File: config.mk
export PLATFORM = sky130hd
export DESIGN_NAME = imem_loader_ctrl
export DESIGN_NICKNAME = d
export VERILOG_FILES = /design/src/rtl/imem_loader_ctrl.sv
export SDC_FILE = /design/constraint.sdc
export NUM_CORES = 1
export LEC_CHECK = 0
export ABC_AREA = 1
export CAP_MARGIN = 20
export CORE_MARGIN = 5
export CORE_UTILIZATION = 42
export DETAILED_ROUTE_END_ITERATION = 6
export PLACE_DENSITY = 0.73
export SLEW_MARGIN = 20
export SYNTH_ARGS = -nofsm -noshare
export SYNTH_HDL_FRONTEND = slang
export SYNTH_SLANG_ARGS = --single-unit
File: constraint.sdc
create_clock -name clk -period 1.35 [get_ports clk]
set_input_delay 0.135 -clock clk [delete_from_list [all_inputs] [get_ports clk]]
set_output_delay 0.135 -clock clk [all_outputs]
set_load 0.01 [all_outputs]
File: src/rtl/imem_loader_ctrl.sv
// imem_loader_ctrl: assembles a big-endian byte stream into 32-bit words,
// writes them to instruction memory and releases the CPU when done.
// Ports:
//   clk, rst            rising-edge clock, synchronous active-high reset
//   load_start/load_len request a load of load_len words (1..MEM_WORDS)
//   byte_valid/byte_data/byte_ready  program byte stream, MSB of word first
//   mem_we/mem_waddr/mem_wdata       instruction-memory write port
//   cpu_run             high while the loaded program may execute
//   load_done           one-cycle pulse on entry to RUN
//   load_err            sticky flag for an out-of-range load_len
module imem_loader_ctrl #(
    parameter int          MEM_WORDS = 128,
    parameter logic [31:0] BASE_ADDR = 32'h0
) (
    input  logic        clk,
    input  logic        rst,
    input  logic        load_start,
    input  logic [7:0]  load_len,
    input  logic        byte_valid,
    input  logic [7:0]  byte_data,
    output logic        byte_ready,
    output logic        mem_we,
    output logic [31:0] mem_waddr,
    output logic [31:0] mem_wdata,
    output logic        cpu_run,
    output logic        load_done,
    output logic        load_err
);

    typedef enum logic [1:0] {IDLE, LOAD, WRITE, RUN} state_e;

    localparam logic [31:0] MAX_LEN = 32'(MEM_WORDS);

    state_e      state_q, state_d;
    logic [1:0]  byte_cnt_q, byte_cnt_d;
    logic [7:0]  word_idx_q, word_idx_d;
    logic [7:0]  len_q, len_d;
    logic [31:0] wdata_q, wdata_d;
    logic        err_q, err_d;
    logic        done_q, done_d;

    logic        start_ok;
    logic        last_word;

    assign start_ok  = (load_len != 8'd0) &&
                       ({24'd0, load_len} <= MAX_LEN);
    assign last_word = (word_idx_q == len_q - 8'd1);

    always_comb begin
        state_d    = state_q;
        byte_cnt_d = byte_cnt_q;
        word_idx_d = word_idx_q;
        len_d      = len_q;
        wdata_d    = wdata_q;
        err_d      = err_q;
        done_d     = 1'b0;
        byte_ready = 1'b0;
        mem_we     = 1'b0;
        mem_waddr  = 32'd0;
        cpu_run    = 1'b0;

        unique case (state_q)
            IDLE, RUN: begin
                cpu_run = (state_q == RUN);
                if (load_start && start_ok) begin
                    state_d    = LOAD;
                    byte_cnt_d = 2'd0;
                    word_idx_d = 8'd0;
                    len_d      = load_len;
                    err_d      = 1'b0;
                end else if (load_start) begin
                    err_d = 1'b1;
                end
            end
            LOAD: begin
                byte_ready = 1'b1;
                if (byte_valid) begin
                    // shifting left leaves the first byte in [31:24]
                    wdata_d    = {wdata_q[23:0], byte_data};
                    byte_cnt_d = byte_cnt_q + 2'd1;
                    if (byte_cnt_q == 2'd3) begin
                        state_d = WRITE;
                    end
                end
            end
            WRITE: begin
                mem_we     = 1'b1;
                mem_waddr  = BASE_ADDR + {22'd0, word_idx_q, 2'b00};
                word_idx_d = word_idx_q + 8'd1;
                if (last_word) begin
                    state_d = RUN;
                    done_d  = 1'b1;
                end else begin
                    state_d = LOAD;
                end
            end
            default: begin
                state_d = IDLE;
            end
        endcase
    end

    always_ff @(posedge clk) begin
        if (rst) begin
            state_q    <= IDLE;
            byte_cnt_q <= 2'd0;
            word_idx_q <= 8'd0;
            len_q      <= 8'd0;
            wdata_q    <= 32'd0;
            err_q      <= 1'b0;
            done_q     <= 1'b0;
        end else begin
            state_q    <= state_d;
            byte_cnt_q <= byte_cnt_d;
            word_idx_q <= word_idx_d;
            len_q      <= len_d;
            wdata_q    <= wdata_d;
            err_q      <= err_d;
            done_q     <= done_d;
        end
    end

    assign mem_wdata = wdata_q;
    assign load_done = done_q;
    assign load_err  = err_q;

endmodule

# --- After elaboration in Yosys (flattened, before gate mapping) ---
# Cells that the tools add are included.
word_totals:
  ff_bits: 54
  latchBits: 0
  mem_bits_rw: 0
  mem_bits_ro: 0
  inputBits: 20
  output_inout_bits: 69
  wordCells: 52
  mem_count: 0
classes:
  add_sub_neg: 3
  mul: 0
  div: 0
  order_cmp: 1
  eq_ne: 8
  shift: 0
  muxes: 17
  bitwise_logic: 1
  reduce_logical: 15
ops:
  columns: ["cell", "count"]
  rows:
  - ["8-bit case mux with 2 select lines", 1]
  - ["2-bit two-way mux", 6]
  - ["10-bit two-way mux", 1]
  - ["8-bit by 1-bit adder with 8-bit output (second input constant)", 1]
  - ["8-bit == test", 1]
  - ["8-bit less-or-equal comparator (second input constant)", 1]
  - ["8-bit two-way mux", 1]
  - ["2-bit AND reduction", 4]
  - ["8-bit nonzero test", 1]
  - ["8-bit by 1-bit subtractor with 8-bit output (second input constant)", 1]
  - ["2-bit == test (second input constant)", 3]
  - ["1-bit two-way mux", 6]
  - ["2-bit inequality test (second input constant)", 3]
  - ["2-bit case mux with 3 select lines", 1]
  - ["3-bit AND reduction", 2]
  - ["2-bit nonzero test", 3]
  - ["2-bit case mux with 2 select lines", 1]
  - ["2-bit OR reduction", 2]
  - ["2-bit by 1-bit adder with 2-bit output (second input constant)", 1]
  - ["2-bit by 1-bit == test with 1-bit output (second input constant)", 1]
  - ["1-bit logical AND", 2]
  - ["2-bit zero test", 1]
  - ["1-bit inverter", 1]

# --- Depth between registers and ports, before layout ---
depth:
  word_depth: 5
  depth_mapped: 13

# --- Least setup slack after synthesis ---
# No wires, ideal clock.
synth_path:
  path_kind: "reg2reg"
  from: "register state_q[0]"
  to: "register byte_cnt_q[1]"
  arrival_time_ns: 1.371
  slack_ns: -0.138
  stages_incl_launch_ff: 8
  path_buffers: 0
  synth_period_minus_slack_ns: 1.488
  cell_sequence: "dfxtp_1 -> inv_1 -> ha_1 -> inv_1 -> o21ai_0 -> nand2_1 -> a21oi_2 -> nor3_2"
synth_via:
  elab_chain_len: 4
  word_cells_on_any_way: 9
synth_lines:
  columns: ["element", "line", "source"]
  rows:
  - ["start, declared", "34", "state_e state_q, state_d;"]
  - ["start signal, assigned", "113", "state_q <= state_d;"]
  - ["2-bit == test or 2-bit zero test (tied branches)", "62", "unique case (state_q)"]
  - ["2-bit OR reduction", "62", null]
  - ["2-bit inequality test (no line) or 2-bit nonzero test (tied branches)", null, null]
  - ["3-bit AND reduction (no line)", null, null]
  - ["end signal, assigned", "114", "byte_cnt_q <= byte_cnt_d;"]
  - ["end, declared", "35", "logic [1:0] byte_cnt_q, byte_cnt_d;"]
# Parallel ways exist; a longest one is shown, timed or not.
# A chain may end at the register's enable or synchronous reset.

# --- Worst setup path in the final report ---
layout_path:
  from: "register len_q[0]"
  to: "register state_q[1]"
layout_via:
  elab_chain_len: 4
layout_lines:
  columns: ["element", "line", "source"]
  rows:
  - ["start, declared", "37", "logic [7:0] len_q, len_d;"]
  - ["start signal, assigned", "116", "len_q <= len_d;"]
  - ["8-bit by 1-bit subtractor with 8-bit output", "47", "assign last_word = (word_idx_q == len_q - 8'd1);"]
  - ["8-bit == test", "47", null]
  - ["2-bit two-way mux", "90", "if (last_word) begin"]
  - ["2-bit case mux with 3 select lines", "62", null]
# Every way passes these cells.

==> run metrics <==
total number of nets in the final design=519; crit path DAT=1.78 ns; antenna violations before repair=0; IO Port Bufs=64; crit-path leading delay family=simple AND/OR/NAND/NOR gates; clock power share=0.157; layout overhead on the synthesized area=51.7%; cell type with the highest aggregate area in the netlist=sky130_fd_sc_hd__dfxtp_1; PnR worst setup slack=-0.186 ns; power per standard cell area=1350 mW/mm²; Initial Util=0.435; post-synthesis cell count=392; Cell Int Power=0.00355 W; critical path class=reg2reg; maximum vdd ir drop=1.02 mV; stage delay of the slowest cell on the critical path=0.35 ns; largest fanout on the critical path=3; power share of the sequential group=0.364; EDFF count, synth=0; flop and latch count out of synthesis=54; final count of pins violating max slew=0; setup repair after global routing missed its margin=true; Worst path slowest cell=sky130_fd_sc_hd__dfxtp_2; area share of the largest cell type after synthesis=0.387; run status=finished, violations left; clock tree from TritonCTS=done; level count of the clock H-tree=2; fraction of the yosys area taken by sequential cells=0.387; HP Class=in2reg; Total GRT Usage=0.175; list of cells traversed by the critical path=inv_2 > buf_4 > buf_4 > nand2_1 > nor2_1 > nand2_1 > nand2_1 > nor2_2 > nand3_2 > nand2_2 > nand2_2 > a21oi_2; routability congestion estimate from global placement=0.809; Leak=2.23 nW; Tcrit/Tclk final=1.14; capturing element type of the critical path=register; Avg Cell Area, Syn=7.13 µm²; share of flip-flops with an asynchronous set or reset after synthesis=0; Crit path required time=1.59 ns; top area cells in the synthesized netlist=sky130_fd_sc_hd__dfxtp_1 (39%), sky130_fd_sc_hd__nor2_1 (12%), sky130_fd_sc_hd__nand2_1 (7.1%); routed via count divided by cell count=4.74; Final Hold Vio Count=0; CTS Buf Count=5; die height=91.6 µm; wire length of the first global-routing pass=12200 µm; final routed wire length divided by cell count=13.6 µm; count of cell types in the netlist=29; boundary pin count=89; fmax=0.651 GHz; Vias=2699; count of standard-cell rows=29; maxcap violations=0; post-route core utilization=0.660; overflow left after global routing=0; aggregate routed wire length=7780 µm; number of global-route vias before repair=2572; total of warnings raised by yosys=0; width of the die=91.6 µm; number of detailed-route iterations in the first pass=4; final clock skew=0.00758 ns; Tmin final=1.54 ns; total core area=0.00642 mm²; clock latency of the later-clocked register in the worst-skew pair=0.30 ns; switching component of the power=0.00218 W; share of layout cells above drive strength 1=0.325; buffer cell driving the clock tree root=sky130_fd_sc_hd__clkbuf_8; fraction of power consumed by combinational cells=0.480; die area=0.00839 mm²; HPWL reported at the end of detailed placement=5050 µm; violation count after the first detailed-routing iteration=117; Sw Ratio=0.380; clock-pin slew on the worst setup and hold paths=0.10 ns; violations in the final reports=negative setup slack; maximum number of pins on one net before global-route repair=33; type of origin of the critical path=register; quantity of hold-fixing buffers added after cts=0; most repeated cell in the gate-level netlist after synthesis=sky130_fd_sc_hd__nor2_1; count of antenna-violating nets left after detailed routing=0; setup violation total in the final timing report=8; TritonCTS sink count=54; prevailing post-synth register cell=sky130_fd_sc_hd__dfxtp_1; most instantiated cells after synthesis=sky130_fd_sc_hd__nor2_1 (88), sky130_fd_sc_hd__dfxtp_1 (54), sky130_fd_sc_hd__nand2_1 (53); area of the mapped netlist=0.00280 mm²; pre-CTS setup slack=-0.409 ns; number of buffer and inverter stages on the critical path=3; DRC violation count after routing=0; maximum buffer depth of the clock tree=2; total negative slack=-0.639 ns; Diodes inserted=0; Most Frequent Cell on Critical Path=sky130_fd_sc_hd__nand2_1
-- flip-flops by register name (all words and copies together) (netlist names) --
signal      flops
word_idx_q      8
state_q         2
len_q           8
load_done       1
mem_wdata      32
byte_cnt_q      2
load_err        1
-- layer usage --
metal,vias up,part of all wire,global-route usage
li1,1389,-,-
met1,1231,0.43,0.217
met2,73,0.51,0.307
met3,6,0.050,0.0380
met4,0,0.0087,0.0415
met5,-,0,0
-- stage by stage --
step                      cells  power (W)  instance area, µm²  hold WS [ns]
after detailed placement    543    0.00430                3620         0.455
after global placement      543    0.00423                3620         0.454
after CTS                   564    0.00545                3900         0.350
after floorplan             415    0.00341                2920         0.205
after global routing        570    0.00611                4240         0.161
final                       570    0.00572                4240         0.150
-- final timing paths --
| check | end | slack, ns | start | depth (start not counted) |
|---|---|---|---|---|
| max | state_q[1] | -0.19 | len_q[0] | 12 |
| min | len_q[2] | 0.15 | load_len[2] | 3 |
| max reg2reg | state_q[1] | -0.19 | len_q[0] | 12 |
| min reg2reg | len_q[7] | 0.47 | len_q[7] | 2 |
-- power by group through the flow --
stage | clock (W) | sequential [W] | combinational [W]
2_1_floorplan | 0 | 0.00218 | 0.00123
3_3_place_gp | 0 | 0.00210 | 0.00214
3_5_place_dp | 0 | 0.00211 | 0.00219
4_1_cts | 0.000915 | 0.00208 | 0.00246
5_1_grt | 0.000985 | 0.00212 | 0.00300
6_report | 0.000897 | 0.00208 | 0.00274
-- cell families after synthesis --
kind of cell	after synthesis	share of synthesized area
XOR/XNOR	12	0.0425
flip-flops	54	0.387
adder cells (fa/ha/maj)	7	0.0313
AO/OA/AOI/OAI	67	0.132
AND/OR/NAND/NOR	173	0.260
other	1	0.00134
buffers and inverters	78	0.146
-- worst reg2reg max path, stage by stage, from the launching register on --
cell and delay, ns:
sky130_fd_sc_hd__dfxtp_2 0.35, sky130_fd_sc_hd__inv_2 0.05, sky130_fd_sc_hd__buf_4 0.12, sky130_fd_sc_hd__buf_4 0.14
sky130_fd_sc_hd__nand2_1 0.11, sky130_fd_sc_hd__nor2_1 0.06, sky130_fd_sc_hd__nand2_1 0.06, sky130_fd_sc_hd__nand2_1 0.08
sky130_fd_sc_hd__nor2_2 0.14, sky130_fd_sc_hd__nand3_2 0.13, sky130_fd_sc_hd__nand2_2 0.08, sky130_fd_sc_hd__nand2_2 0.05
sky130_fd_sc_hd__a21oi_2 0.10
-- layout make-up --
type / count / area (µm²)
multi-input combinational: 286 / 1720
timing repair buffer: 109 / 1100
inverter: 36 / 135
clock inverter: 3 / 18.8
clock buffer: 5 / 68.8
tap: 77 / 96.3
sequential: 54 / 1100
fill: 544 / 2180
-- timing repair --
action / in CTS / in global routing
gates resized for setup: 91 / 106
pin swaps: 7 / 15
endpoints found under the setup margin: 83 / 70
buffers inserted: 9 / 7
gates cloned: 4 / 0
-- cells in the final DEF (no fill, tap or decap), types with 2 or more instances in the layout --
master / instances
sky130_fd_sc_hd__a21oi_1: 13
sky130_fd_sc_hd__a21oi_2: 10
sky130_fd_sc_hd__buf_12: 4
sky130_fd_sc_hd__buf_2: 3
sky130_fd_sc_hd__buf_4: 28
sky130_fd_sc_hd__buf_6: 18
sky130_fd_sc_hd__clkbuf_8: 5
sky130_fd_sc_hd__clkdlybuf4s50_1: 14
sky130_fd_sc_hd__clkinv_2: 2
sky130_fd_sc_hd__conb_1: 24
sky130_fd_sc_hd__dfxtp_1: 44
sky130_fd_sc_hd__dfxtp_2: 9
sky130_fd_sc_hd__dlygate4sd2_1: 22
sky130_fd_sc_hd__dlymetal6s2s_1: 17
sky130_fd_sc_hd__ha_1: 3
sky130_fd_sc_hd__ha_4: 3
sky130_fd_sc_hd__inv_1: 24
sky130_fd_sc_hd__inv_2: 12
sky130_fd_sc_hd__nand2_1: 29
sky130_fd_sc_hd__nand2_2: 16
sky130_fd_sc_hd__nand2_4: 9
sky130_fd_sc_hd__nand2_8: 2
sky130_fd_sc_hd__nand3_1: 14
sky130_fd_sc_hd__nand3_2: 3
sky130_fd_sc_hd__nand3_4: 4
sky130_fd_sc_hd__nand4_1: 3
sky130_fd_sc_hd__nor2_1: 79
sky130_fd_sc_hd__nor2_2: 12
sky130_fd_sc_hd__nor2_4: 2
sky130_fd_sc_hd__nor3_2: 2
sky130_fd_sc_hd__o21ai_0: 32
sky130_fd_sc_hd__o21ai_1: 2
sky130_fd_sc_hd__o21ai_2: 8
sky130_fd_sc_hd__xnor2_1: 3
sky130_fd_sc_hd__xor2_1: 8
Note: power is estimated with default switching activity, not from simulation.
